### src/rtl/storesum_sequencer_if.sv
// Bus bundle between storesum_sequencer, its instruction ROM and the StoreSum datapath.
// Define STORESUM_ZERO_REG_PROTECT_EN to add the skip_cnt signal.
interface storesum_sequencer_if #(
  parameter int INSTR_W = 15,
  parameter int ADDR_W  = 5,
  parameter int PC_W    = 4
);
  logic               start;
  logic [PC_W:0]      n_instr;
  logic               pause;
  logic [PC_W-1:0]    imem_addr;
  logic [INSTR_W-1:0] imem_data;
  logic [ADDR_W-1:0]  AR1;
  logic [ADDR_W-1:0]  AR2;
  logic [ADDR_W-1:0]  AW;
  logic               we;
  logic [PC_W-1:0]    pc;
  logic               busy;
  logic               done;
`ifdef STORESUM_ZERO_REG_PROTECT_EN
  logic [PC_W:0]      skip_cnt;

  modport master (
    input  start, n_instr, pause, imem_data,
    output imem_addr, AR1, AR2, AW, we, pc, busy, done, skip_cnt
  );
  modport slave (
    output start, n_instr, pause, imem_data,
    input  imem_addr, AR1, AR2, AW, we, pc, busy, done, skip_cnt
  );
`else
  modport master (
    input  start, n_instr, pause, imem_data,
    output imem_addr, AR1, AR2, AW, we, pc, busy, done
  );
  modport slave (
    output start, n_instr, pause, imem_data,
    input  imem_addr, AR1, AR2, AW, we, pc, busy, done
  );
`endif
endinterface

### src/rtl/storesum_sequencer.sv
// Fetch/decode/read/exec/write sequencer driving the StoreSum register file from an instruction ROM.
// Optional macro STORESUM_ZERO_REG_PROTECT_EN suppresses writes to register 0 and counts them.
module storesum_sequencer #(
  parameter int INSTR_W = 15,
  parameter int ADDR_W  = 5,
  parameter int PC_W    = 4,
  parameter int DEPTH   = 2**PC_W
) (
  input  logic                   clk,
  input  logic                   rst_n,
  storesum_sequencer_if.master   bus
);

  typedef enum logic [2:0] {
    IDLE   = 3'd0,
    FETCH  = 3'd1,
    DECODE = 3'd2,
    READ   = 3'd3,
    EXEC   = 3'd4,
    WRITE  = 3'd5,
    DONE   = 3'd6
  } state_t;

  localparam logic [PC_W:0] DEPTH_L = (PC_W+1)'(DEPTH);

  state_t             state_reg;
  logic [PC_W:0]      cnt_reg;
  logic [PC_W-1:0]    pc_reg;
  logic [INSTR_W-1:0] ir_reg;
  logic [ADDR_W-1:0]  aw_reg;
  logic               we_reg;
  logic               busy_reg;
  logic               done_reg;

  logic [PC_W:0]      n_clamped;
  logic [PC_W:0]      cnt_m1;
  logic               last_instr;
  logic               wr_ok;

  assign n_clamped  = (bus.n_instr > DEPTH_L) ? DEPTH_L : bus.n_instr;
  assign cnt_m1     = cnt_reg - (PC_W+1)'(1);
  assign last_instr = ({1'b0, pc_reg} == cnt_m1);

`ifdef STORESUM_ZERO_REG_PROTECT_EN
  logic [PC_W:0] skip_cnt_reg;
  assign wr_ok        = (ir_reg[ADDR_W-1:0] != '0);
  assign bus.skip_cnt = skip_cnt_reg;
`else
  assign wr_ok = 1'b1;
`endif

  // The ROM address is the pc itself: pc is updated on entry to FETCH, so the
  // ROM samples it at the end of FETCH and its data is ready during DECODE.
  assign bus.imem_addr = pc_reg;
  assign bus.pc        = pc_reg;
  // Read addresses come straight from ir: valid from READ until the next DECODE.
  assign bus.AR1       = ir_reg[3*ADDR_W-1:2*ADDR_W];
  assign bus.AR2       = ir_reg[2*ADDR_W-1:ADDR_W];
  assign bus.AW        = aw_reg;
  assign bus.we        = we_reg;
  assign bus.busy      = busy_reg;
  assign bus.done      = done_reg;

  always_ff @(posedge clk or negedge rst_n) begin
    if (!rst_n) begin
      state_reg    <= IDLE;
      cnt_reg      <= '0;
      pc_reg       <= '0;
      ir_reg       <= '0;
      aw_reg       <= '0;
      we_reg       <= 1'b0;
      busy_reg     <= 1'b0;
      done_reg     <= 1'b0;
`ifdef STORESUM_ZERO_REG_PROTECT_EN
      skip_cnt_reg <= '0;
`endif
    end else if (!bus.pause) begin
      case (state_reg)
        IDLE: begin
          if (bus.start) begin
            cnt_reg  <= n_clamped;
            pc_reg   <= '0;
            busy_reg <= 1'b1;
`ifdef STORESUM_ZERO_REG_PROTECT_EN
            skip_cnt_reg <= '0;
`endif
            if (n_clamped == '0) begin
              state_reg <= DONE;
              done_reg  <= 1'b1;
            end else begin
              state_reg <= FETCH;
            end
          end
        end
        FETCH: begin
          state_reg <= DECODE;
        end
        DECODE: begin
          ir_reg    <= bus.imem_data;
          state_reg <= READ;
        end
        READ: begin
          aw_reg    <= ir_reg[ADDR_W-1:0];
          state_reg <= EXEC;
        end
        EXEC: begin
          we_reg    <= wr_ok;
`ifdef STORESUM_ZERO_REG_PROTECT_EN
          if (!wr_ok) begin
            skip_cnt_reg <= skip_cnt_reg + (PC_W+1)'(1);
          end
`endif
          state_reg <= WRITE;
        end
        WRITE: begin
          we_reg <= 1'b0;
          if (last_instr) begin
            state_reg <= DONE;
            done_reg  <= 1'b1;
          end else begin
            pc_reg    <= pc_reg + PC_W'(1);
            state_reg <= FETCH;
          end
        end
        DONE: begin
          done_reg  <= 1'b0;
          busy_reg  <= 1'b0;
          state_reg <= IDLE;
        end
        default: begin
          state_reg <= IDLE;
          we_reg    <= 1'b0;
          done_reg  <= 1'b0;
          busy_reg  <= 1'b0;
        end
      endcase
    end
  end

endmodule

### src/flat_wrapper.sv
// flat-port wrapper written by rule: the top's interface ports become plain ports
module storesum_sequencer_flat 
#(
  parameter int INSTR_W = 15,
  parameter int ADDR_W  = 5,
  parameter int PC_W    = 4,
  parameter int DEPTH   = 2**PC_W
)
  (clk, rst_n, bus_start, bus_n_instr, bus_pause, bus_imem_data, bus_imem_addr, bus_AR1, bus_AR2, bus_AW, bus_we, bus_pc, bus_busy, bus_done);
  storesum_sequencer_if #(.INSTR_W(INSTR_W), .ADDR_W(ADDR_W), .PC_W(PC_W)) bus_i ();
  input  logic clk;
  input  logic rst_n;
  input wire logic [$bits(bus_i.start)-1:0] bus_start;
  input wire logic [$bits(bus_i.n_instr)-1:0] bus_n_instr;
  input wire logic [$bits(bus_i.pause)-1:0] bus_pause;
  input wire logic [$bits(bus_i.imem_data)-1:0] bus_imem_data;
  output wire logic [$bits(bus_i.imem_addr)-1:0] bus_imem_addr;
  output wire logic [$bits(bus_i.AR1)-1:0] bus_AR1;
  output wire logic [$bits(bus_i.AR2)-1:0] bus_AR2;
  output wire logic [$bits(bus_i.AW)-1:0] bus_AW;
  output wire logic [$bits(bus_i.we)-1:0] bus_we;
  output wire logic [$bits(bus_i.pc)-1:0] bus_pc;
  output wire logic [$bits(bus_i.busy)-1:0] bus_busy;
  output wire logic [$bits(bus_i.done)-1:0] bus_done;
  assign bus_i.start = bus_start;
  assign bus_i.n_instr = bus_n_instr;
  assign bus_i.pause = bus_pause;
  assign bus_i.imem_data = bus_imem_data;
  assign bus_imem_addr = bus_i.imem_addr;
  assign bus_AR1 = bus_i.AR1;
  assign bus_AR2 = bus_i.AR2;
  assign bus_AW = bus_i.AW;
  assign bus_we = bus_i.we;
  assign bus_pc = bus_i.pc;
  assign bus_busy = bus_i.busy;
  assign bus_done = bus_i.done;
  storesum_sequencer #(.INSTR_W(INSTR_W), .ADDR_W(ADDR_W), .PC_W(PC_W), .DEPTH(DEPTH)) u_core (.clk(clk), .rst_n(rst_n), .bus(bus_i));
endmodule
### config.mk
export PLATFORM = sky130hd
export DESIGN_NAME = storesum_sequencer_flat
export DESIGN_NICKNAME = d
export VERILOG_FILES = /design/src/rtl/storesum_sequencer_if.sv /design/src/rtl/storesum_sequencer.sv /design/src/flat_wrapper.sv
export SDC_FILE = /design/constraint.sdc
export NUM_CORES = 1
export LEC_CHECK = 0
export CORE_MARGIN = 3
export CORE_UTILIZATION = 49
export CTS_BUF_LIST = sky130_fd_sc_hd__clkbuf_4
export DETAILED_ROUTE_END_ITERATION = 10
export HOLD_SLACK_MARGIN = 0.05
export PLACE_DENSITY = 0.9
export SETUP_SLACK_MARGIN = 0.3
export SLEW_MARGIN = 20
export SYNTH_ARGS = -nofsm -noshare
export SYNTH_HDL_FRONTEND = slang
export SYNTH_SLANG_ARGS = --single-unit
export TNS_END_PERCENT = 50
### constraint.sdc
create_clock -name clk -period 2.8 [get_ports clk]
set_clock_uncertainty 0.1 [all_clocks]
set_input_delay 0.84 -clock clk [delete_from_list [all_inputs] [get_ports clk]]
set_output_delay 0.84 -clock clk [all_outputs]
set_load 0.01 [all_outputs]
==> flow_summary.toml <==
[yosys]
synth_area_leader_cell = "dfrtp_1"
post_synth_num_cell_types = 35
synth_area_leaders = "dfrtp_1, mux2_2, buf_4, a21oi_1, nand2_1"
ys_warn_count = 0
synth_fp_nets = 182
avgSynthCellArea_um2 = 11.25
ys_seq_elements = 35
synth_top_area_share_pct = 49.89
synthFlopType = "dfrtp_1"
synth.cell_area_um2 = 1755
async_flop_share_pct = 100.0
ys_seq_area_share_pct = 49.89
synth_edf_count = 0
syn_inst = 156

[pwr]
pwr_density_cell_nw_per_um2 = 1053
leakagePower_nw = 0.9637
totalPowerFinal_mw = 2.384
ir_drop_mv = 0.5213

[clocking]
cts_tree = "built"
numCtsBuffers = 5
clockBufferDepth = 2
clk_pin_slew_ns = 0.12
cts_hold_repair.buffers = 0
htreeDepth = 2
clock_sinks = 35
insertion_delay_ns = 0.35
cts_resized = 0
clockRootBuffer = "clkbuf_4"
cts_setup_buffers = 0

[floorplan]
die_h_um = 65.86
core_area_um2 = 3390
ios = 50
die_w_um = 65.86
start_util_pct = 51.79
die_area_um2 = 4337
rows = 21

[grt]
grt_busiest_layer = "met2"
use_met1_pct = 22.49
grt_pass1_vias = 1322
gr-total-overflow = 0
antenna_found_initial = 0
grt_pass1_wl_um = 6244
met3_usage_pct = 6.122
track_usage_pct = 19.36
grt_use_met2_pct = 32.67
grt_max_degree = 36

[timing]
slew_viol_final = 0
tightest_slew_ns = 0.4315
hold_violations = 0
rsz0062_at_grt = "false"
relSlewSlack_pct = 71.24
setup_viol = 0
period_share_pct = 85.66
fmax_mhz = 416.9
hold_ws_ns = 0.4137
period_needed_ns = 2.398

[run]
cap_viol_max_count = 0

[cells_and_area]
mostFrequentLayoutCell = "clkdlybuf4s50_1"
area_delta_synth_final_pct = 28.94
fin_nets = 222
drive_above_1_share_pct = 19.29
antenna_cells = 0
layout_common_cells = "clkdlybuf4s50_1, dfrtp_1, mux2_2"
largest_reg_flops = 15

[detailed_routing]
viasPerCell = 5.379
drcViolationCount = 0
ant_nets = 0
drt_wl_total_um = 3747
post_drt_wl_per_cell_um = 15.42
first_pass_iters = 4
vias = 1307
drt_iter0_markers = 46

[critical_path]
crit_path_start_kind = "primary input"
crit_type = "in2reg"
cp_max_fo = 3
crit_path_end_kind = "register"
crit_arrival_ns = 2.54
required_ns = 2.94

[run_status]
status = "complete, no violations"

[hold_path]
hp-class = "reg2reg"

[placed_design]
io_buffers = 49
routabilityCongestion = 0.8101
hpwl_um = 2854
-- routing by layer --
metal	wire length, um	vias to the layer above
met1	1469	635
met5	0	-
met2	1968	50
met4	63	0
li1	-	613
met3	244	9
-- where the power goes --
part | internal [mW] | switching [mW]
combinational | 0.683 | 0.450
sequential | 0.747 | 0.225
clock | 0.106 | 0.173
-- final cells by class --
type / instances / area (um^2)
clock inverter: 2 / 12.51
sequential: 35 / 875.8
multi-input combinational: 96 / 729.5
clock buffer: 6 / 45.04
fill: 253 / 1126
inverter: 4 / 15.01
tap: 46 / 57.56
timing repair buffer: 54 / 528.0
-- worst paths after layout --
check	start	end	slack [ns]	cells past startpoint
max reg2reg	u_core.bus.imem_addr[2]	u_core.bus.done	0.71	5
min	u_core.ir_reg[0]	u_core.bus.AW[0]	0.41	1
max	bus_n_instr[1]	u_core.bus.done	0.40	5
min in group asynchronous	rst_n	u_core.bus.we	0.79	2
min reg2reg	u_core.ir_reg[0]	u_core.bus.AW[0]	0.41	1
max in group asynchronous	rst_n	u_core.cnt_reg[4]	1.49	2
-- worst max-delay path, cell delays in order --
cell,delay (ns)
clkdlybuf4s50_1,0.43
or4_1,0.54
nor3b_1,0.37
a21oi_1,0.13
o41ai_1,0.23
-- cells by family after synthesis --
group	Yosys count	synth area share, %
AND/OR/NAND/NOR	41	12.19
AO/OA/AOI/OAI	21	7.556
XOR/XNOR	6	3.849
multiplexers	26	16.54
flip-flops	35	49.89
adder cells (fa/ha/maj)	2	1.425
buffers and inverters	25	8.552
-- Yosys cell counts (all sizes together), types with 3 or more instances --
library cell and number:
nand2 11, and2 3, dfrtp 35, nor2b 5, xnor2 4, inv 4
clkbuf 5, nand3 3, nor3 5, mux2 24, nor2 5, a21oi 9
buf 16
-- per-stage QoR --
step           util, %  setup WS, ns  cell area [um^2]  instances  setup TNS [ns]
2_1_floorplan        -        0.4598              1755        156               0
3_3_place_gp     65.08        0.1034              2206        235               0
3_5_place_dp     65.08      -0.01523              2206        235        -0.01523
4_1_cts          66.78        0.4025              2263        243               0
5_1_grt          66.78        0.3076              2263        243               0
6_report         66.78        0.4015              2263        243               0
No activity file was read; power rests on OpenSTA's default activity.
